File: src/rtl/dso_pkg.sv
// Shared DSO definitions: dump sequencer states, EEPROM SPI constants and channel codes.
// The channel codes are also used by the command decoder.
package dso_pkg;

  localparam logic [2:0]  EEP_SS = 3'b100;
  localparam logic [15:0] DUMMY  = 16'hBCBC;
  localparam logic [1:0]  EEP_RD = 2'b00;

  localparam logic [1:0] CH1     = 2'b00;
  localparam logic [1:0] CH2     = 2'b01;
  localparam logic [1:0] CH3     = 2'b10;
  localparam logic [1:0] CH_RSVD = 2'b11;

  typedef enum logic [2:0] {
    IDLE,
    OFF_CMD,
    OFF_DAT,
    GN_CMD,
    GN_DAT,
    RD,
    SEND,
    WAIT_TX
  } dump_state_t;

  // EEPROM address is {channel, gain code, sel}; sel=0 offset, sel=1 gain.
  function automatic logic [15:0] eep_rd_cmd(input logic [1:0] ch,
                                             input logic [2:0] gain,
                                             input logic       sel);
    return {EEP_RD, ch, gain, sel, 8'h00};
  endfunction

endpackage

File: src/rtl/dump_sequencer_if.sv
// Command, SPI master, capture RAM and UART response signals of the dump sequencer.
// master = the sequencer itself, slave = decoder/SPI/RAM/UART side.
interface dump_sequencer_if #(
  parameter int AW = 9
) ();

  logic          dump;
  logic [1:0]    dump_ch;
  logic [2:0]    ch1_AFEgain;
  logic [2:0]    ch2_AFEgain;
  logic [2:0]    ch3_AFEgain;
  logic [AW-1:0] trig_addr;
  logic          SPI_done;
  logic          resp_sent;

  logic          wrt_SPI;
  logic [15:0]   SPI_data;
  logic [2:0]    ss;
  logic          flopOffset;
  logic          flopGain;
  logic [AW-1:0] ram_addr;
  logic [2:0]    ram_re;
  logic          send_resp;
  logic          busy;
  logic          dump_done;
  logic          dump_err;

  modport master (
    input  dump, dump_ch, ch1_AFEgain, ch2_AFEgain, ch3_AFEgain, trig_addr,
           SPI_done, resp_sent,
    output wrt_SPI, SPI_data, ss, flopOffset, flopGain, ram_addr, ram_re,
           send_resp, busy, dump_done, dump_err
  );

  modport slave (
    output dump, dump_ch, ch1_AFEgain, ch2_AFEgain, ch3_AFEgain, trig_addr,
           SPI_done, resp_sent,
    input  wrt_SPI, SPI_data, ss, flopOffset, flopGain, ram_addr, ram_re,
           send_resp, busy, dump_done, dump_err
  );

endinterface

File: src/rtl/dump_sequencer.sv
// DUMP_CH sequencer: reads offset/gain calibration from the EEPROM over SPI, then streams
// the selected channel's capture RAM to the UART once, starting at the oldest sample.
module dump_sequencer
  import dso_pkg::*;
#(
  parameter int DEPTH = 512,
  parameter int AW    = 9
) (
  input  logic             clk,
  input  logic             rst,
  dump_sequencer_if.master bus
);

  dump_state_t   state_q, state_d;
  logic [1:0]    ch_q, ch_d;
  logic [2:0]    gain_q, gain_d;
  logic [AW-1:0] trig_q, trig_d;
  logic [AW-1:0] addr_q, addr_d;
  logic [AW-1:0] cnt_q, cnt_d;
  logic [15:0]   spiData_q, spiData_d;
  logic [2:0]    ss_q, ss_d;
  logic          wrt_q, wrt_d;
  logic          done_q, done_d;
  logic          err_q, err_d;

  logic          flopOffset;
  logic          flopGain;
  logic [2:0]    ramRe;
  logic          sendResp;
  logic [2:0]    selGain;

  always_comb begin
    case (bus.dump_ch)
      CH1:     selGain = bus.ch1_AFEgain;
      CH2:     selGain = bus.ch2_AFEgain;
      default: selGain = bus.ch3_AFEgain;
    endcase
  end

  always_ff @(posedge clk) begin
    if (rst) begin
      state_q   <= IDLE;
      ch_q      <= 2'b00;
      gain_q    <= 3'b000;
      trig_q    <= '0;
      addr_q    <= '0;
      cnt_q     <= '0;
      spiData_q <= 16'h0000;
      ss_q      <= 3'b000;
      wrt_q     <= 1'b0;
      done_q    <= 1'b0;
      err_q     <= 1'b0;
    end else begin
      state_q   <= state_d;
      ch_q      <= ch_d;
      gain_q    <= gain_d;
      trig_q    <= trig_d;
      addr_q    <= addr_d;
      cnt_q     <= cnt_d;
      spiData_q <= spiData_d;
      ss_q      <= ss_d;
      wrt_q     <= wrt_d;
      done_q    <= done_d;
      err_q     <= err_d;
    end
  end

  // wrt_SPI is registered together with SPI_data so the command word is valid on the strobe;
  // flopOffset/flopGain must be combinational because EEP_data is only valid with SPI_done.
  always_comb begin
    state_d    = state_q;
    ch_d       = ch_q;
    gain_d     = gain_q;
    trig_d     = trig_q;
    addr_d     = addr_q;
    cnt_d      = cnt_q;
    spiData_d  = spiData_q;
    ss_d       = ss_q;
    wrt_d      = 1'b0;
    done_d     = 1'b0;
    err_d      = 1'b0;
    flopOffset = 1'b0;
    flopGain   = 1'b0;
    ramRe      = 3'b000;
    sendResp   = 1'b0;

    case (state_q)
      IDLE: begin
        if (bus.dump) begin
          if (bus.dump_ch == CH_RSVD) begin
            err_d = 1'b1;
          end else begin
            ch_d      = bus.dump_ch;
            gain_d    = selGain;
            trig_d    = bus.trig_addr;
            spiData_d = eep_rd_cmd(bus.dump_ch, selGain, 1'b0);
            ss_d      = EEP_SS;
            wrt_d     = 1'b1;
            cnt_d     = '0;
            state_d   = OFF_CMD;
          end
        end
      end
      OFF_CMD: begin
        if (bus.SPI_done) begin
          spiData_d = DUMMY;
          wrt_d     = 1'b1;
          state_d   = OFF_DAT;
        end
      end
      OFF_DAT: begin
        if (bus.SPI_done) begin
          flopOffset = 1'b1;
          spiData_d  = eep_rd_cmd(ch_q, gain_q, 1'b1);
          wrt_d      = 1'b1;
          state_d    = GN_CMD;
        end
      end
      GN_CMD: begin
        if (bus.SPI_done) begin
          spiData_d = DUMMY;
          wrt_d     = 1'b1;
          state_d   = GN_DAT;
        end
      end
      GN_DAT: begin
        if (bus.SPI_done) begin
          flopGain = 1'b1;
          addr_d   = trig_q;
          state_d  = RD;
        end
      end
      RD: begin
        ramRe   = 3'(3'b001 << ch_q);
        state_d = SEND;
      end
      SEND: begin
        sendResp = 1'b1;
        state_d  = WAIT_TX;
      end
      WAIT_TX: begin
        if (bus.resp_sent) begin
          // Terminal check precedes the increment, so cnt never has to hold DEPTH.
          if (cnt_q == AW'(DEPTH - 1)) begin
            done_d  = 1'b1;
            ss_d    = 3'b000;
            state_d = IDLE;
          end else begin
            addr_d  = addr_q + 1'b1;
            cnt_d   = cnt_q + 1'b1;
            state_d = RD;
          end
        end
      end
      default: state_d = IDLE;
    endcase
  end

  assign bus.wrt_SPI    = wrt_q;
  assign bus.SPI_data   = spiData_q;
  assign bus.ss         = ss_q;
  assign bus.flopOffset = flopOffset;
  assign bus.flopGain   = flopGain;
  assign bus.ram_addr   = addr_q;
  assign bus.ram_re     = ramRe;
  assign bus.send_resp  = sendResp;
  assign bus.busy       = (state_q != IDLE);
  assign bus.dump_done  = done_q;
  assign bus.dump_err   = err_q;

endmodule

File: src/flat_wrapper.sv
// flat-port wrapper written by rule: the top's interface ports become plain ports
module dump_sequencer_flat import dso_pkg::*;
#(
  parameter int DEPTH = 512,
  parameter int AW    = 9
)
  (clk, rst, bus_dump, bus_dump_ch, bus_ch1_AFEgain, bus_ch2_AFEgain, bus_ch3_AFEgain, bus_trig_addr, bus_SPI_done, bus_resp_sent, bus_wrt_SPI, bus_SPI_data, bus_ss, bus_flopOffset, bus_flopGain, bus_ram_addr, bus_ram_re, bus_send_resp, bus_busy, bus_dump_done, bus_dump_err);
  dump_sequencer_if #(.AW(AW)) bus_i ();
  input  logic clk;
  input  logic rst;
  input wire logic [$bits(bus_i.dump)-1:0] bus_dump;
  input wire logic [$bits(bus_i.dump_ch)-1:0] bus_dump_ch;
  input wire logic [$bits(bus_i.ch1_AFEgain)-1:0] bus_ch1_AFEgain;
  input wire logic [$bits(bus_i.ch2_AFEgain)-1:0] bus_ch2_AFEgain;
  input wire logic [$bits(bus_i.ch3_AFEgain)-1:0] bus_ch3_AFEgain;
  input wire logic [$bits(bus_i.trig_addr)-1:0] bus_trig_addr;
  input wire logic [$bits(bus_i.SPI_done)-1:0] bus_SPI_done;
  input wire logic [$bits(bus_i.resp_sent)-1:0] bus_resp_sent;
  output wire logic [$bits(bus_i.wrt_SPI)-1:0] bus_wrt_SPI;
  output wire logic [$bits(bus_i.SPI_data)-1:0] bus_SPI_data;
  output wire logic [$bits(bus_i.ss)-1:0] bus_ss;
  output wire logic [$bits(bus_i.flopOffset)-1:0] bus_flopOffset;
  output wire logic [$bits(bus_i.flopGain)-1:0] bus_flopGain;
  output wire logic [$bits(bus_i.ram_addr)-1:0] bus_ram_addr;
  output wire logic [$bits(bus_i.ram_re)-1:0] bus_ram_re;
  output wire logic [$bits(bus_i.send_resp)-1:0] bus_send_resp;
  output wire logic [$bits(bus_i.busy)-1:0] bus_busy;
  output wire logic [$bits(bus_i.dump_done)-1:0] bus_dump_done;
  output wire logic [$bits(bus_i.dump_err)-1:0] bus_dump_err;
  assign bus_i.dump = bus_dump;
  assign bus_i.dump_ch = bus_dump_ch;
  assign bus_i.ch1_AFEgain = bus_ch1_AFEgain;
  assign bus_i.ch2_AFEgain = bus_ch2_AFEgain;
  assign bus_i.ch3_AFEgain = bus_ch3_AFEgain;
  assign bus_i.trig_addr = bus_trig_addr;
  assign bus_i.SPI_done = bus_SPI_done;
  assign bus_i.resp_sent = bus_resp_sent;
  assign bus_wrt_SPI = bus_i.wrt_SPI;
  assign bus_SPI_data = bus_i.SPI_data;
  assign bus_ss = bus_i.ss;
  assign bus_flopOffset = bus_i.flopOffset;
  assign bus_flopGain = bus_i.flopGain;
  assign bus_ram_addr = bus_i.ram_addr;
  assign bus_ram_re = bus_i.ram_re;
  assign bus_send_resp = bus_i.send_resp;
  assign bus_busy = bus_i.busy;
  assign bus_dump_done = bus_i.dump_done;
  assign bus_dump_err = bus_i.dump_err;
  dump_sequencer #(.DEPTH(DEPTH), .AW(AW)) u_core (.clk(clk), .rst(rst), .bus(bus_i));
endmodule
File: config.mk
export PLATFORM = sky130hd
export DESIGN_NAME = dump_sequencer_flat
export DESIGN_NICKNAME = d
export VERILOG_FILES = /design/src/rtl/dso_pkg.sv /design/src/rtl/dump_sequencer_if.sv /design/src/rtl/dump_sequencer.sv /design/src/flat_wrapper.sv
export SDC_FILE = /design/constraint.sdc
export NUM_CORES = 1
export LEC_CHECK = 0
export CAP_MARGIN = 20
export CELL_PAD_IN_SITES_DETAIL_PLACEMENT = 1
export CELL_PAD_IN_SITES_GLOBAL_PLACEMENT = 2
export CORE_MARGIN = 3
export CORE_UTILIZATION = 26
export CTS_CLUSTER_SIZE = 40
export DETAILED_ROUTE_END_ITERATION = 8
export GPL_ROUTABILITY_DRIVEN = 0
export PLACE_DENSITY = 0.77
export SLEW_MARGIN = 0
export SYNTH_ARGS = -nofsm -noshare
export SYNTH_HDL_FRONTEND = slang
export SYNTH_SLANG_ARGS = --single-unit
File: constraint.sdc
create_clock -name clk -period 1.95 [get_ports clk]
set_input_delay 0.195 -clock clk [delete_from_list [all_inputs] [get_ports clk]]
set_output_delay 0.195 -clock clk [all_outputs]
set_load 0.01 [all_outputs]
# == Yosys cells after proc, flatten, opt, wreduce, memory -nomap -nowiden ==
# Cells that the tools add are included.
# classes
add_sub_neg,2
n_lt_le_gt_ge,0
n_reduce_logical,16
n_eq_ne,20
mux,39
bitwise,5
n_div,0
n_mul,0
n_shift,1
# ops
cell,count
$mux 16,4
$mux 9,7
$pmux 16 s3,1
$mux 3,13
$pmux 9 s2,2
$pmux 3 s8,1
$add 9x1->9 const B,2
$ne 2x2->1 const B,8
$reduce_and 5->1,3
$eq 3x3->1 const B,4
$pmux 3 s2,2
$eq 9x9->1 const B,1
$reduce_or 3->1,3
$mux 1,8
$reduce_and 7->1,1
$eq 3x2->1 const B,2
$reduce_bool 3->1,2
$not 1->1,5
$ne 2x1->1 const B,2
$reduce_and 4->1,1
$reduce_bool 2->1,2
$eq 3x1->1 const B,1
$logic_not 3->1,1
$reduce_and 3->1,1
6 further kinds,6
# totals
input_bits,25
latchBits,0
regBits,57
out_inout_bits,38
mem_bits_ro,0
ram_bits,0
wordCells,94
mem_count,0

# == Longest topological paths before layout ==
# depth
word_depth,5
ltp_mapped,8
ltp_nobuf,7

# == Worst setup path after synthesis ==
# No wires, ideal clock.
# synth_timing
path_type,reg-to-reg
start,register u_core.cnt_q[0]
end,register u_core.addr_q[8] (netlist: u_core.bus.ram_addr[8])
stages_incl_launch_ff,8
t_arrival_ns,1.817
period_less_slack_ns,1.935
required_ns,1.833
slack_ns,0.015
path_cell_list,dfxtp_1 -> ha_1 -> and4_1 -> ha_1 -> and3b_1 -> o211ai_2 -> a21o_1 -> a32o_1
# synth_via
elab_chain_len,3
# synth_rtl
item,line,rtl
"start, declared",dump_sequencer.sv:19,"logic [AW-1:0] cnt_q, cnt_d;"
"start signal, assigned",dump_sequencer.sv:59,cnt_q <= cnt_d;
$eq 9x9->1,dump_sequencer.sv:144,if (cnt_q == AW'(DEPTH - 1)) begin
$ne 2x2->1 (no source line),n/a,
$reduce_and 4->1 (no source line),n/a,
"end signal, assigned",dump_sequencer.sv:58,addr_q <= addr_d;
"end, declared",dump_sequencer.sv:18,"logic [AW-1:0] addr_q, addr_d;"
# No other way between the ends.
# A chain may end at the register's enable or synchronous reset.

# == Final worst setup path ==
# layout_timing
start,register u_core.cnt_q[2]
end,register u_core.addr_q[8] (netlist: u_core.bus.ram_addr[8])
# The elaborated chain is that of the path after synthesis.

==> results.md <==
- Worst-path clk slew: roughly 100 ps
- Synth Cell Area: 2480 um2
- Flops & latches, synth: between 40 and 50
- Fraction of layout cells with a size suffix above 1: roughly 25%
- Worst Path Arrival: around 2100 ps
- Clock Sinks: 46
- RSZ-0062 raised after global routing: yes
- Initial antenna violation count: 0
- Largest net degree at the start of global routing: 17
- Worst-path cell chain: and4_4 -> and4_4 -> ha_4 -> and3b_2 -> o211ai_4 -> buf_6 -> nor2_2 -> a32o_1
- Synth Area in Compound Gates: between 20% and 30%
- Rows: 35
- Main combinational cell family by area after synthesis: compound AO/OA/AOI/OAI gates
- Die area: approximately 11000 um2
- Reg-to-reg setup timing slack: 30 ps
- Critical R2R Capture: u_core.bus.ram_addr[8]
- First-pass GRT wire length: roughly 13000 um
- Slowest stage delay, CP: approximately 340 ps
- Distinct cells, synth: 53
- Max cap viols: 0
- ANT nets after route: 0
- Vias: 2541
- Slowest cell on crit path: dfxtp_2
- Detailed-route DRC error count: 0
- H-tree Lvls: 2
- Post-synthesis mux area share: under 10%
- Starting Density: 26.8%
- Worst-path maximum fanout: 6
- HP Start: bus_trig_addr[0]
- CP dominant cell by count: and4_4
- Post-synthesis async set-or-reset flop share: 0%
- CP Launch Type: flip-flop
- Setup Viol. Count Final: 0
- CP endpoint kind: flip-flop
- Internal: 0.00243 W
- Final core utilization: between 30 and 40%
- Via density: a little under 5
- WL per Instance: ~16 um
- CTS Buffer Depth: 2
- Setup WS post-layout: ~30 ps
- Synth Area in Adders: about 3.5%
- Worst reg2reg path startpoint: u_core.cnt_q[2]
- Seq pwr share: 32.6%
- P_sw: about 0.0015 W
- Hold Fails Final Rpt: 0
- Grt total ovfl: 0
- Total CTS buffers: 5
- HP Class: primary input to flip-flop
- Status: completed
- Simple-Gate Fraction of Synth Area: roughly 22%
- Cells after synthesis: 292
- Ports: 63
- CP startpoint: u_core.cnt_q[2]
- Worst R2R Path Depth: 8
- Core area: a little over 9000 um2
- CTS tree: done
- Maximum vdd drop: approximately 0.46 mV
- Synthesis-to-layout area growth: 48.8%
- Die height: ~100 um
- Seq/Total Area, Yosys: a little under two fifths
- Number of global-route vias before repair: 2660
- DP Wirelength: 5870 um
- CP required: 2150 ps
- Nets: approximately 420
- Root Driver: clkbuf_8
- Hold path depth: 3
- Synth area leaders: dfxtp_1, a21oi_1, o21ai_0
- Iter 0 DRT Violations: 54
- Final Cycle Share: a little over nine tenths
- Clk Latency, worst-skew pair: about 300 ps
- Cell accounting for the most synthesized area: dfxtp_1
- Endpoint, Worst Hold: u_core.trig_q[0]
- CP delay by family, top: simple AND/OR/NAND/NOR gates
- DRT Wirelength: around 8000 um
- Leakage: between 1 and 1.5 nW
- GRT Total Usage: around 14%
- WP buf/inv: 1
- Xor and xnor area share after synthesis: 0%
- Power, Total: about 0.0039 W
- Diodes inserted: 0
- Share of total power in the clock network: about 16%
- Synth Warn #: 0
- Post-synth EDFFs: 0
- Number of port buffers: 56
- Final Max Slew Viols: 0
- Minimum clock period: 1920 ps
- Die Wd: a little over 100 um
- Place WS: -72.6 ps
- Synth Flop Type: dfxtp_1
- Syn_area_per_cell: ~8.5 um2
- Clk_skew: a little under 9 ps
- Post-synth top area share: between 30% and 40%
- Switching fraction of total power: between 30% and 40%
- Worst Setup Path Type: flip-flop to flip-flop
- TritonRoute pass-1 iters: 6
- Comb pwr share: ~52%
- Cell Pwr Density: between 1000 and 1500 nW/um2
- Fmax: between 500 and 600 MHz
## routing by layer
metal / up-vias / wire length [um] / track usage, %
met5: - / 0 / 0
met4: 0 / 63 / 3.70
met3: 9 / 246 / 2.68
met2: 51 / 3910 / 25.0
met1: 1235 / 3800 / 18.6
li1: 1246 / - / -
## synthesized netlist by cell type, types with 6 or more instances
| library cell | instances |
|---|---|
| a22o_1 | 10 |
| buf_4 | 11 |
| ha_1 | 7 |
| and3_1 | 6 |
| nand2_1 | 25 |
| nor3_1 | 6 |
| buf_2 | 7 |
| a21oi_1 | 23 |
| nor2_1 | 18 |
| dfxtp_1 | 46 |
| o21ai_0 | 23 |
| nand3_1 | 7 |
| mux2i_1 | 7 |
| inv_1 | 6 |
| clkbuf_1 | 10 |
## sequential cells by signal (all words and copies together), names as in the netlist, 2 cells and up
| name | cells |
|---|---|
| u_core.ch_q | 2 |
| u_core.cnt_q | 9 |
| u_core.bus.SPI_data | 7 |
| u_core.state_q | 3 |
| u_core.bus.ram_addr | 9 |
| u_core.gain_q | 3 |
| u_core.trig_q | 9 |
## placed cells by master (no fill, tap or decap), types with 3 or more instances in the layout
cell type and count:
nor3b_1 4, dfxtp_1 40, a21oi_1 21, and2_1 5, nor2_1 17, nand3b_1 3, nor3_1 6, o211ai_1 5
nand4_1 4, nand2b_1 4, nand3_1 7, clkdlybuf4s50_1 49, a22o_1 10, o31ai_1 4, or3_1 5, and3_1 5
mux2i_1 7, a31o_2 3, o21ai_0 21, nand2_1 25, dlygate4sd2_1 7, clkbuf_8 5, ha_4 4, buf_4 47
conb_1 6, a21o_1 4, inv_1 4, dfxtp_2 4, buf_6 7
## worst max-delay path by stage
stage | end | slack (ps) | cells past startpoint
floorplan | u_core.bus.ram_addr[8] | 20 | 7
global placement | u_core.bus.SPI_data[11] | -60 | 7
detailed placement | u_core.bus.SPI_data[11] | -70 | 7
CTS | u_core.bus.ram_addr[2] | 10 | 8
global route | u_core.bus.ram_addr[8] | -50 | 8
finish | u_core.bus.ram_addr[8] | 30 | 8
## what timing repair did
item / 4_1_cts / 5_1_grt
endpoints found under the setup margin: 28 / 21
setup buffers: 1 / 6
hold buffers: 0 / 0
gates resized for setup: 20 / 31
pin swaps: 1 / 10
## per-stage QoR
| step | area [um2] | TNS [ps] | hold slack [ps] | cells |
|---|---|---|---|---|
| after global routing | 3700 | -293 | 477 | 515 |
| after CTS | 3540 | 0 | 450 | 509 |
| after floorplan | 2500 | 0 | 304 | 297 |
| final | 3700 | 0 | 445 | 515 |
| after global placement | 3410 | -123 | 427 | 500 |
| after detailed placement | 3410 | -511 | 442 | 500 |
## tightest hold or removal path: stages
cell	delay [ps]
clkdlybuf4s50_1	400
nand2_1	60
o21ai_0	60
## power by group through the flow
stage / clock, W / combinational (W) / sequential, W
floorplan: 0 / 0.000991 / 0.00127
global placement: 0 / 0.00178 / 0.00127
detailed placement: 0 / 0.00181 / 0.00127
CTS: 0.000626 / 0.00188 / 0.00125
global route: 0.000662 / 0.00221 / 0.00130
finish: 0.000609 / 0.00202 / 0.00127
## final cells by class
| type | instances | area (um2) |
|---|---|---|
| clock inverters | 2 | 13.8 |
| flip-flops and latches | 46 | 933 |
| fillers | 1118 | 5590 |
| well taps | 129 | 161 |
| inverters | 6 | 25.0 |
| repair buffers | 110 | 983 |
| clock buffers | 6 | 72.6 |
| multi-input cells | 216 | 1510 |
## cells by family (layout without fill, tap and decap cells)
group / after synthesis / after routing
AO/OA/AOI/OAI: 92 / 92
adder cells (fa/ha/maj): 7 / 7
buffers and inverters: 35 / 124
flip-flops: 46 / 46
multiplexers: 9 / 9
other: 1 / 6
AND/OR/NAND/NOR: 102 / 102
(Power assumes the default switching activity.)
